<file path="src/rtl/ifetch_axi_lite_master_pkg.sv">
// Shared types and constants for the instruction-fetch AXI4-Lite read initiator.
// Default widths match the instruction-memory slave.
package ifetch_axi_lite_master_pkg;

    localparam int DEF_ADDR_WIDTH = 32;
    localparam int DEF_DATA_WIDTH = 32;

    // Low address bits that must be zero for a word-aligned fetch
    localparam logic [1:0] WORD_ALIGN_MASK = 2'b11;

    typedef enum logic [1:0] {
        IDLE = 2'd0,
        ADDR = 2'd1,
        DATA = 2'd2,
        RESP = 2'd3
    } fetch_state_e;

    function automatic logic isMisaligned(input logic [1:0] lowBits);
        return (lowBits & WORD_ALIGN_MASK) != 2'b00;
    endfunction

endpackage

</file>
<file path="src/rtl/ifetch_axi_lite_master.sv">
// Single-outstanding AXI4-Lite read initiator for instruction fetch.
// Flushed transactions still complete on AXI, but their data is never presented to the core.
module ifetch_axi_lite_master
    import ifetch_axi_lite_master_pkg::*;
#(
    parameter int ADDR_WIDTH  = DEF_ADDR_WIDTH,
    parameter int DATA_WIDTH  = DEF_DATA_WIDTH,
    parameter bit CHECK_ALIGN = 1'b1
) (
    input  logic                  clk,
    input  logic                  resetn,
    input  logic                  i_req_valid,
    output logic                  o_req_ready,
    input  logic [ADDR_WIDTH-1:0] i_req_addr,
    input  logic                  i_flush,
    output logic                  o_rsp_valid,
    input  logic                  i_rsp_ready,
    output logic [DATA_WIDTH-1:0] o_rsp_data,
    output logic [ADDR_WIDTH-1:0] o_rsp_addr,
    output logic                  o_rsp_err,
    output logic [ADDR_WIDTH-1:0] o_axi_araddr,
    output logic                  o_axi_arvalid,
    input  logic                  i_axi_arready,
    input  logic [DATA_WIDTH-1:0] i_axi_rdata,
    input  logic                  i_axi_rvalid,
    output logic                  o_axi_rready
);

    fetch_state_e          state_q;
    logic                  drop_q;
    logic                  err_q;
    logic [ADDR_WIDTH-1:0] addr_q;
    logic [DATA_WIDTH-1:0] data_q;

    // drop_q marks the outstanding read as flushed; its data is swallowed on the R handshake
    always_ff @(posedge clk or negedge resetn) begin
        if (!resetn) begin
            state_q <= IDLE;
            drop_q  <= 1'b0;
            err_q   <= 1'b0;
            addr_q  <= '0;
            data_q  <= '0;
        end else begin
            case (state_q)
                IDLE: begin
                    if (i_req_valid) begin
                        addr_q <= i_req_addr;
                        if (CHECK_ALIGN && isMisaligned(i_req_addr[1:0])) begin
                            state_q <= RESP;
                            err_q   <= 1'b1;
                            data_q  <= '0;
                        end else begin
                            state_q <= ADDR;
                            err_q   <= 1'b0;
                        end
                    end
                end
                ADDR: begin
                    if (i_flush) begin
                        drop_q <= 1'b1;
                    end
                    if (i_axi_arready) begin
                        state_q <= DATA;
                    end
                end
                DATA: begin
                    if (i_axi_rvalid) begin
                        data_q  <= i_axi_rdata;
                        drop_q  <= 1'b0;
                        state_q <= (drop_q || i_flush) ? IDLE : RESP;
                    end else if (i_flush) begin
                        drop_q <= 1'b1;
                    end
                end
                RESP: begin
                    if (i_rsp_ready || i_flush) begin
                        state_q <= IDLE;
                    end
                end
                default: state_q <= IDLE;
            endcase
        end
    end

    // Handshake outputs decode straight from the state register
    assign o_req_ready   = resetn && (state_q == IDLE);
    assign o_axi_arvalid = (state_q == ADDR);
    assign o_axi_rready  = (state_q == DATA);
    assign o_rsp_valid   = (state_q == RESP);
    assign o_axi_araddr  = addr_q;
    assign o_rsp_addr    = addr_q;
    assign o_rsp_data    = data_q;
    assign o_rsp_err     = err_q;

endmodule

</file>
<file path="config.mk">
export PLATFORM = sky130hd
export DESIGN_NAME = ifetch_axi_lite_master
export DESIGN_NICKNAME = d
export VERILOG_FILES = /design/src/rtl/ifetch_axi_lite_master_pkg.sv /design/src/rtl/ifetch_axi_lite_master.sv
export SDC_FILE = /design/constraint.sdc
export NUM_CORES = 1
export LEC_CHECK = 0
export ABC_AREA = 1
export CORE_ASPECT_RATIO = 1.2
export CORE_UTILIZATION = 43
export DETAILED_ROUTE_END_ITERATION = 7
export GPL_TIMING_DRIVEN = 0
export PLACE_DENSITY = 0.93
export RECOVER_POWER = 50
export SLEW_MARGIN = 40
export SYNTH_ARGS = -nofsm -noshare
export SYNTH_HDL_FRONTEND = slang
export SYNTH_SLANG_ARGS = --single-unit
</file>
<file path="constraint.sdc">
create_clock -name clk -period 4.15 [get_ports clk]
set_clock_uncertainty 0.2 [all_clocks]
set_input_delay 0.83 -clock clk [delete_from_list [all_inputs] [get_ports clk]]
set_output_delay 0.83 -clock clk [all_outputs]
set_load 0.005 [all_outputs]
</file>
==> metrics.md, run 1 <==
| Metric | Value |
|---|---|
| Final slew viol count | 39 |
| IO Count | 172 |
| Num Clock Sinks | 68 |
| Fin. Hold Viols | 0 |
| RSZ-0062 raised after global routing | no |
| Drt first pass iters | 4 |
| Total global-route track usage | 0.231 |
| Max VDD drop | 0.000403 V |
| Core area | 0.00727 mm2 |
| Psw | roughly 1.3 mW |
| CP required | between 3000 and 4000 ps |
| Die area | 0.00789 mm2 |
| GPL Wtd Cong | 0.779 |
| Clock share of power | 0.128 |
| Routed via count | ~3,100 |
| Slew HR | -0.303 |
| Final #Nets | 648 |
| CTS Root Cell | clkbuf_8 |
| Drt drc | 0 |
| Clock Path Buffers | 2 |
| Antenna Nets Post-Route | 0 |
| Placed insts | 650 |
| Postcts setup bufs | 0 |
| Worst path arrival time | 1800 ps |
| Design area | 0.00522 mm2 |
| Average wire per standard cell | 13.1 um |
| Comb power frac | 0.555 |
| Die height | 97.1 um |
| Slew at the pin closest to its max-slew limit | 1950 ps |
| Initial antenna violation count | 0 |
| I/O Buffers | 171 |
| Tot Pwr | 3.68 mW |
| Synthesized flop and latch total | 68 |
| CP Class | flop to primary output |
| Placed Area | 0.00509 mm2 |
| Grt met3 use | 0.0582 |
| PwrDens | 705 mW/mm2 |
| Highest Clock Rate | roughly 0.35 GHz |
| Min-delay worst type | primary input to async pin |
| Failing checks | capacitance limit, slew limit |
| Worst path cell trace | inv_1 > ha_1 > nand2_1 > inv_1 > clkdlybuf4s50_1 |
| # hold bufs at CTS | 0 |
| Sw Share | 0.347 |
| Netlist Area Pre-Place | 0.00324 mm2 |
| Grt met1 use | 0.251 |
| Sequential power share | 0.317 |
| Leakage | approximately 2.6 nW |
| Status | finished, violations left |
| Max cap viols | 1 |
| Mapped Nets | 465 |
| GRT Max-Usage Layer | met2 |
| Final wirelength | about 8700 um |
| Worst path max stage delay | 520 ps |
| Vias per cell | ~4.7 |
| Crit end category | primary output |
| Share of cells above drive strength 1 | 0.0991 |
| Iteration-0 DRC Markers | between 100 and 150 |
| Min Tclk post-route | 2830 ps |
| CTS tree | yes |
| Non-Filler Instances | 665 |
| Initial Util | 0.445 |
| Top cell by count, worst path | inv_1 |
| Number of global-route vias before repair | 3,127 |
| Hpwl dp | 6940 um |
| Antenna diode count | 0 |
| CTS buffer count | 9 |
| Buf/Inv on CP | 3 |
| Met2 Use GR | 0.425 |
| First-pass GRT wire length | between 10,000 and 15,000 um |
| Clk_lat worst skew | 320 ps |
| Post-synthesis area per instance | 8.35 um2 |
| Post-Place Setup Slack | 1310 ps |
| CP top delay family | buffers and inverters |
| Die span in x | 81.3 um |
| Worst-path clk slew | 70 ps |
| Seq/Total Area, Yosys | 0.525 |
| Pin count of the biggest net entering global routing | 39 |
| Area Growth Syn to Fin | 61.1% |
| Congestion Overflow GR | 0 |
| Period utilization | 0.681 |
| Floorplan row count | 34 |
| Pint | between 2 and 2.5 mW |
| Syn Inst Count | roughly 390 |
| Min Hold Slack | 173 ps |
| H-tree levels | 3 |
| Worst Slack Setup Final | about 1300 ps |
| Critical-path top delay cell | clkdlybuf4s50_1 |
| Synth unique cells | 16 |
| Warnings from Yosys | 0 |
| Final setup violation count | 0 |
| CP max FO | 5 |
| Crit start category | flop |
| CTS resizes | 0 |
## metrics by stage
stage,setup TNS [ps],utilization
2_1_floorplan,0,-
3_3_place_gp,-13780,0.696
3_5_place_dp,0,0.699
4_1_cts,0,0.722
5_1_grt,0,0.718
6_report,0,0.718
## cell usage after synthesis
cell type | number | area [um2]
a21oi_1 | 1 | 5.00
a31o_2 | 1 | 8.76
buf_2 | 13 | 65.1
buf_4 | 32 | 240
clkbuf_1 | 6 | 22.5
dfrtp_1 | 68 | 1700
ha_1 | 6 | 75.1
inv_1 | 10 | 37.5
inv_2 | 1 | 3.75
nand2_1 | 206 | 773
nand2_2 | 1 | 6.26
nand3_1 | 2 | 10.0
nand3b_1 | 32 | 240
nor2_1 | 4 | 15.0
o21ai_0 | 4 | 20.0
o21ai_4 | 1 | 16.3
## layer usage
layer  vias to the layer above  wire, um
met1                      1467      3300
met3                        11       728
met5                         -         0
li1                       1520         -
met4                         0        96
met2                       131      4580
## registers in the layout, summed over array words and instances, names as in the netlist
name / flops
o_axi_araddr: 32
o_rsp_data: 32
drop_q: 1
o_rsp_err: 1
state_q: 2
## cell type report
| type | count | area [um2] |
|---|---|---|
| plain buffers | 51 | 323 |
| flip-flops and latches | 68 | 1700 |
| clock buffers | 13 | 159 |
| clock inverters | 2 | 10.0 |
| fillers | 564 | 2050 |
| well taps | 90 | 113 |
| inverters | 11 | 41.3 |
| repair buffers | 172 | 1720 |
| multi-input cells | 258 | 1160 |
## final timing paths
kind	endpoint	from	slack [ps]	cells after the start
max in group asynchronous	o_axi_araddr[2]	resetn	1460	2
hold / removal	o_rsp_data[26]	resetn	170	1
min in group clk	o_rsp_data[27]	o_rsp_data[27]	270	2
setup / recovery	o_req_ready	state_q[0]	1320	5
setup reg to reg	o_rsp_data[9]	state_q[0]	1710	8
hold reg to reg	o_rsp_data[27]	o_rsp_data[27]	270	2
## cell usage in the layout (no fill, tap or decap)
cell type,count
ha_1,6
clkdlybuf4s50_1,168
buf_2,9
buf_6,1
o21ai_0,5
dfrtp_1,68
clkbuf_1,13
nor2_1,4
inv_2,1
a21oi_1,1
dlygate4sd3_1,2
a31o_2,1
clkinv_2,2
buf_4,32
inv_1,10
nand3b_1,32
nand3_1,2
nand2_1,207
clkbuf_8,11
## power by group through the flow
stage          Clock, mW  Combinational (mW)  Sequential (mW)
3_5_place_dp           0                2.09             1.18
5_1_grt            0.518                2.27             1.20
6_report           0.472                2.04             1.17
3_3_place_gp           0                2.02             1.16
2_1_floorplan          0               0.918             1.17
4_1_cts            0.487                2.10             1.17
## cells by family after synthesis
logic type	share of synthesized area
buffers and inverters	0.114
AO/OA/AOI/OAI	0.0154
flip-flops	0.525
adder cells (fa/ha/maj)	0.0232
AND/OR/NAND/NOR	0.322
(Power assumes the default switching activity.)
==> run 2, diff against run 1 <==
--- a/config.mk
+++ b/config.mk
@@ -7,10 +7,10 @@
 export LEC_CHECK = 0
 export ABC_AREA = 1
 export CORE_ASPECT_RATIO = 1.2
-export CORE_UTILIZATION = 43
+export CORE_UTILIZATION = 40
 export DETAILED_ROUTE_END_ITERATION = 7
 export GPL_TIMING_DRIVEN = 0
-export PLACE_DENSITY = 0.93
+export PLACE_DENSITY = 0.88
 export RECOVER_POWER = 50
 export SLEW_MARGIN = 40
 export SYNTH_ARGS = -nofsm -noshare
==> constraint.sdc (replaced) <==
create_clock -name clk -period 2.75 [get_ports clk]
set_clock_uncertainty 0.2 [all_clocks]
set_input_delay 0.55 -clock clk [delete_from_list [all_inputs] [get_ports clk]]
set_output_delay 0.55 -clock clk [all_outputs]
set_load 0.005 [all_outputs]
==> metrics.md, run 2 (same netlist as run 1, synthesis figures left out) <==
| Metric | Value |
|---|---|
| R2r startpoint | state_q[0] |
| First-pass GRT wire length | 14,800 um (+4.5%) |
| PwrDens | 1070 mW/mm2 (+52%) |
| CP required | 2000 ps (-1120 ps) |
| Drt first pass iters | 6 (+2) |
| CP Class | primary input to primary output |
| Comb power frac | 0.542 (-0.013) |
| Iteration-0 DRC Markers | 159 (+17%) |
| Min Hold Slack | 266 ps (+92.9 ps) |
| Area Growth Syn to Fin | 62.9% |
| Routed via count | 3,143 (+0.45%) |
| Non-Filler Instances | 670 (+0.75%) |
| Core area | 0.00775 mm2 (+6.6%) |
| CP max FO | 3 (-2) |
| Share of cells above drive strength 1 | 0.106 (+0.00641) |
| H-tree levels | 3 (unchanged) |
| IO Count | 172 (unchanged) |
| Final wirelength | 9020 um (+3.7%) |
| Worst Hold End | o_rsp_data[20] |
| Crit Reg-Reg Endpoint | o_rsp_data[25] |
| Total global-route track usage | 0.222 (-0.00885) |
| Antenna diode count | 0 (unchanged) |
| Clock share of power | 0.146 (+0.018) |
| GPL Wtd Cong | 0.826 (+6.0%) |
| Num Clock Sinks | 68 (unchanged) |
| Reg2Reg Setup Slack | 310 ps (-1400 ps) |
| Placed Area | 0.00509 mm2 (about the same) |
| Hold depth | 2 |
| Number of global-route vias before repair | 3,178 (+1.6%) |
| Clock Path Buffers | 2 (unchanged) |
| Drt drc | 39 (+39) |
| Die height | 101 um (+3.6%) |
| Initial Util | 0.418 (-0.0274) |
| Leakage | 2.67 nW (+3.2%) |
| I/O Buffers | 171 (unchanged) |
| Hpwl dp | 6950 um (about the same) |
| Status | finished, violations left |
| Floorplan row count | 35 (+2.9%) |
| Fin. Hold Viols | 0 (unchanged) |
| Antenna Nets Post-Route | 0 (unchanged) |
| Min Tclk post-route | 2590 ps |
| CTS Root Cell | clkbuf_8 |
| R2R cell count | 8 (unchanged) |
| Max VDD drop | 0.000585 V (+45%) |
| Max cap viols | 0 (-1) |
| Most frequent cells in the layout | 207 x nand2_1, 149 x clkdlybuf4s50_1, 68 x dfrtp_1 |
| Failing checks | DRC |
| Pint | 3.64 mW (+51%) |
| Worst path arrival time | 1840 ps (+40 ps) |
| Final slew viol count | 0 (-100%) |
| Placed insts | 652 (+0.31%) |
| Crit start category | primary input |
| Slew at the pin closest to its max-slew limit | 1410 ps (-541 ps) |
| RSZ-0062 raised after global routing | no |
| Crit end category | primary output |
| Final setup violation count | 0 (unchanged) |
| Initial antenna violation count | 0 (unchanged) |
| Worst Setup SP | resetn |
| Worst min-delay path startpoint | o_rsp_data[20] |
| Die area | 0.00847 mm2 (+7.3%) |
| Pin count of the biggest net entering global routing | 37 (-5.1%) |
| Worst-path clk slew | 80 ps (about the same) |
| Commonest non-fill, non-tap cell in the layout | nand2_1 |
| Highest Clock Rate | 0.386 GHz |
| CTS tree | yes |
| Slew HR | 0.0577 (+0.361) |
| Sw Share | 0.356 (+0.00884) |
| Psw | 2.01 mW (+57%) |
| Congestion Overflow GR | 0 (unchanged) |
| Vias per cell | 4.69 (-0.30%) |
| Min-delay worst type | flop to flop |
| Design area | 0.00528 mm2 (+1.1%) |
| Clk_lat worst skew | 330 ps (about the same) |
| Final #Nets | 650 (+0.31%) |
| CTS buffer count | 9 (unchanged) |
| Die span in x | 84.2 um (+3.6%) |
| Average wire per standard cell | 13.5 um (+2.9%) |
| Sequential power share | 0.312 (-0.005) |
| Period utilization | 0.941 |
## run 2: how the worst max path moves through the flow
stage               depth (start not counted)              to  slack (ps)
global placement                            4     o_req_ready       -2050
global route                                8  o_rsp_data[13]          50
floorplan                                   8  o_rsp_data[10]        1120
finish                                      5     o_req_ready         160
detailed placement                          7   o_rsp_data[8]         480
CTS                                         5     o_req_ready         120
## run 2: layout make-up
type / instances / area [um2]
inverter: 11 / 41.3
buffer: 51 / 324
clock buffer: 9 / 124
tap: 92 / 115
fill: 598 / 2470
multi-input combinational: 258 / 1160
clock inverter: 7 / 76.3
sequential: 68 / 1700
timing repair buffer: 174 / 1740
## run 2: timing repair
item                                    4_1_cts  5_1_grt
endpoints found under the setup margin        0        0
gates resized for setup                       0        0
hold buffers                                  2        0
buffers inserted                              0        0
endpoints found under the hold margin        32        0
## run 2: power groups by stage
| stage | registers [mW] | logic (mW) | clock network [mW] |
|---|---|---|---|
| floorplan | 1.76 | 1.39 | 0 |
| global placement | 1.75 | 3.05 | 0 |
| detailed placement | 1.78 | 3.17 | 0 |
| CTS | 1.76 | 3.18 | 0.848 |
| global route | 1.82 | 3.37 | 0.885 |
| finish | 1.76 | 3.06 | 0.826 |
## run 2: worst max-delay path, cell delays in order
cell and delay, ps:
dlygate4sd3_1 560, buf_6 130, nand2_1 50, inv_1 60, clkdlybuf4s50_1 490
## run 2: metrics by stage
step	setup TNS [ps]	util	setup WS, ps	power, mW
global placement	-92600	0.654	-2050	4.80
floorplan	0	-	1120	3.14
CTS	0	0.686	122	5.80
global route	0	0.681	48.8	6.07
detailed placement	0	0.656	483	4.94
finish	0	0.681	161	5.65
## run 2: metal layers
layer / GRT usage / wire length [um] / part of all wire
met5: 0 / 0 / 0
met4: 0.0942 / 177 / 0.020
met3: 0.0491 / 696 / 0.077
met2: 0.405 / 4640 / 0.51
met1: 0.251 / 3510 / 0.39
==> run 3, diff against run 2 <==
--- a/config.mk
+++ b/config.mk
@@ -7,6 +7,7 @@
 export LEC_CHECK = 0
 export ABC_AREA = 1
 export CORE_ASPECT_RATIO = 1.2
+export CORE_MARGIN = 2
 export CORE_UTILIZATION = 40
 export DETAILED_ROUTE_END_ITERATION = 7
 export GPL_TIMING_DRIVEN = 0
@@ -16,3 +17,4 @@
 export SYNTH_ARGS = -nofsm -noshare
 export SYNTH_HDL_FRONTEND = slang
 export SYNTH_SLANG_ARGS = --single-unit
+export TNS_END_PERCENT = 50
==> metrics.md, run 3 (same netlist as run 1, synthesis figures left out) <==
| Metric | Value |
|---|---|
| Psw | 1.98 mW (-1.3%) |
| Sw Share | 0.353 (-0.00321) |
| Highest Clock Rate | 0.400 GHz (+3.4%) |
| RSZ-0062 raised after global routing | no |
| Critical-path top delay cell | clkdlybuf4s50_1 |
| Share of cells above drive strength 1 | 0.102 (-0.00346) |
| Core area | 0.00775 mm2 (unchanged) |
| Worst path cell trace | inv_1 > ha_1 > nand2_1 > inv_1 > clkdlybuf4s50_1 |
| Final wirelength | 9370 um (+3.9%) |
| Num Clock Sinks | 68 (unchanged) |
| Worst-path clk slew | 70 ps (about the same) |
| CP required | 2000 ps (about the same) |
| Average wire per standard cell | 14.0 um (+3.9%) |
| Sequential power share | 0.313 (about the same) |
| Final Util | 0.682 (+0.00113) |
| CP top delay family | buffers and inverters |
| Min Tclk post-route | 2500 ps (-86.2 ps) |
| Die height | 103 um (+2.0%) |
| I/O Buffers | 171 (unchanged) |
| CTS buffer count | 9 (unchanged) |
| Post-Place Setup Slack | 215 ps (-267 ps) |
| Pin count of the biggest net entering global routing | 35 (-5.4%) |
| H-tree levels | 3 (unchanged) |
| Commonest non-fill, non-tap cell in the layout | nand2_1 |
| Hpwl dp | 7100 um (+2.2%) |
| Most frequent cells in the layout | 207 x nand2_1, 150 x clkdlybuf4s50_1, 68 x dfrtp_1 |
| Worst path arrival time | 1750 ps (-90 ps) |
| Clock Path Buffers | 2 (unchanged) |
| Routed via count | 3,129 (-0.45%) |
| Total global-route track usage | 0.217 (-0.00513) |
| Fin. Hold Viols | 0 (unchanged) |
| Max VDD drop | 0.000600 V (+2.4%) |
| IO Count | 172 (unchanged) |
| Antenna Nets Post-Route | 0 (unchanged) |
| GPL Wtd Cong | 0.844 (+2.2%) |
| Final slew viol count | 70 (+70) |
| Initial antenna violation count | 0 (unchanged) |
| Number of global-route vias before repair | 3,149 (-0.91%) |
| Final #Nets | 651 (+0.15%) |
| Drt drc | 0 (-100%) |
| Top cell by count, worst path | inv_1 |
| Min Hold Slack | 270 ps (+3.81 ps) |
| First-pass GRT wire length | 15,000 um (+1.4%) |
| Max cap viols | 2 (+2) |
| Drt first pass iters | 4 (-2) |
| WL met2 | 4760 um (+2.4%) |
| Crit start category | flop |
| CTS Root Cell | clkbuf_8 |
| Worst Slack Setup Final | 247 ps (+86.2 ps) |
| DR top layer | met4 |
| Failing checks | capacitance limit, slew limit |
| CP Class | flop to primary output |
| Iteration-0 DRC Markers | 123 (-23%) |
| CTS resizes | 0 (unchanged) |
| Clk_lat worst skew | 330 ps (about the same) |
| Leakage | 2.66 nW (-0.32%) |
| Slew HR | -0.244 (-0.302) |
| Pint | 3.64 mW (about the same) |
| Final setup violation count | 0 (unchanged) |
| Crit end category | primary output |
| Antenna diode count | 0 (unchanged) |
| Min-delay worst type | flop to flop |
| Vias per cell | 4.67 (-0.45%) |
| WL met3 | 758 um (+8.9%) |
| Initial Util | 0.418 (unchanged) |
| Slew at the pin closest to its max-slew limit | 1870 ps (+453 ps) |
| Die area | 0.00884 mm2 (+4.4%) |
| Postcts setup bufs | 0 (unchanged) |
| Worst path max stage delay | 490 ps (-70 ps) |
| Reg2Reg Setup Slack | 700 ps (+390 ps) |
| Period utilization | 0.910 (-0.0313) |
| Comb power frac | 0.550 (+0.008) |
| PwrDens | 1060 mW/mm2 (-0.57%) |
| Congestion Overflow GR | 0 (unchanged) |
| Die span in x | 86.2 um (+2.4%) |
| CP max FO | 5 (+2) |
| Clock share of power | 0.137 (-0.009) |
| Floorplan row count | 35 (unchanged) |
| CTS tree | yes |
| Status | finished, violations left |
| Post-Route M1 WL | 3670 um (+4.8%) |
| # hold bufs at CTS | 3 (+1) |
| Buf/Inv on CP | 3 (-1) |
| Area Growth Syn to Fin | 63.2% |
run 3: cell count changes in the layout (fill, tap and decap cells not counted), sizes merged:
cell	delta
clkbuf	+4
clkdlybuf4s50	+1
clkinvlp	-2
dlygate4sd3	-2
dlymetal6s4s	-1
run 3: layout make-up:
type | instances | area [um2]
flip-flops and latches | 68 | 1700
plain buffers | 51 | 320
repair buffers | 175 | 1760
multi-input cells | 258 | 1170
clock buffers | 10 | 128
clock inverters | 5 | 53.8
fillers | 592 | 2460
well taps | 92 | 115
inverters | 11 | 41.3
run 3: metal layers:
layer,GRT usage,vias up
met5,0,-
met4,0.0904,0
met3,0.0592,19
met2,0.391,150
met1,0.242,1432
li1,-,1528
run 3: power by group through the flow:
stage	sequential [mW]	combinational, mW	clock (mW)
floorplan	1.76	1.39	0
global placement	1.75	3.06	0
detailed placement	1.78	3.17	0
CTS	1.77	3.19	0.797
global route	1.82	3.40	0.842
finish	1.76	3.10	0.771
run 3: path summary, 6_finish.rpt:
kind | startpoint | cells past startpoint | endpoint
worst max-delay path | state_q[0] | 5 | o_req_ready
worst min-delay path | o_rsp_data[24] | 2 | o_rsp_data[24]
worst max register to register | state_q[0] | 7 | o_axi_araddr[6]
worst min register to register | o_rsp_data[24] | 2 | o_rsp_data[24]
max in group asynchronous | resetn | 3 | o_rsp_data[21]
min in group asynchronous | resetn | 3 | o_axi_araddr[5]
run 3: worst min-delay path, cell delays in order (launching register included):
cell and delay [ps]:
dfrtp_1 340, nand2_1 50, nand2_1 50
run 3: through the flow:
| step | total power, mW | instances | setup TNS (ps) | instance area (um2) |
|---|---|---|---|---|
| after floorplan | 3.14 | 388 | 0 | 3240 |
| after global placement | 4.81 | 651 | -94830 | 5070 |
| after detailed placement | 4.95 | 652 | 0 | 5090 |
| after CTS | 5.76 | 670 | 0 | 5330 |
| after global routing | 6.06 | 670 | 0 | 5290 |
| final | 5.63 | 670 | 0 | 5290 |
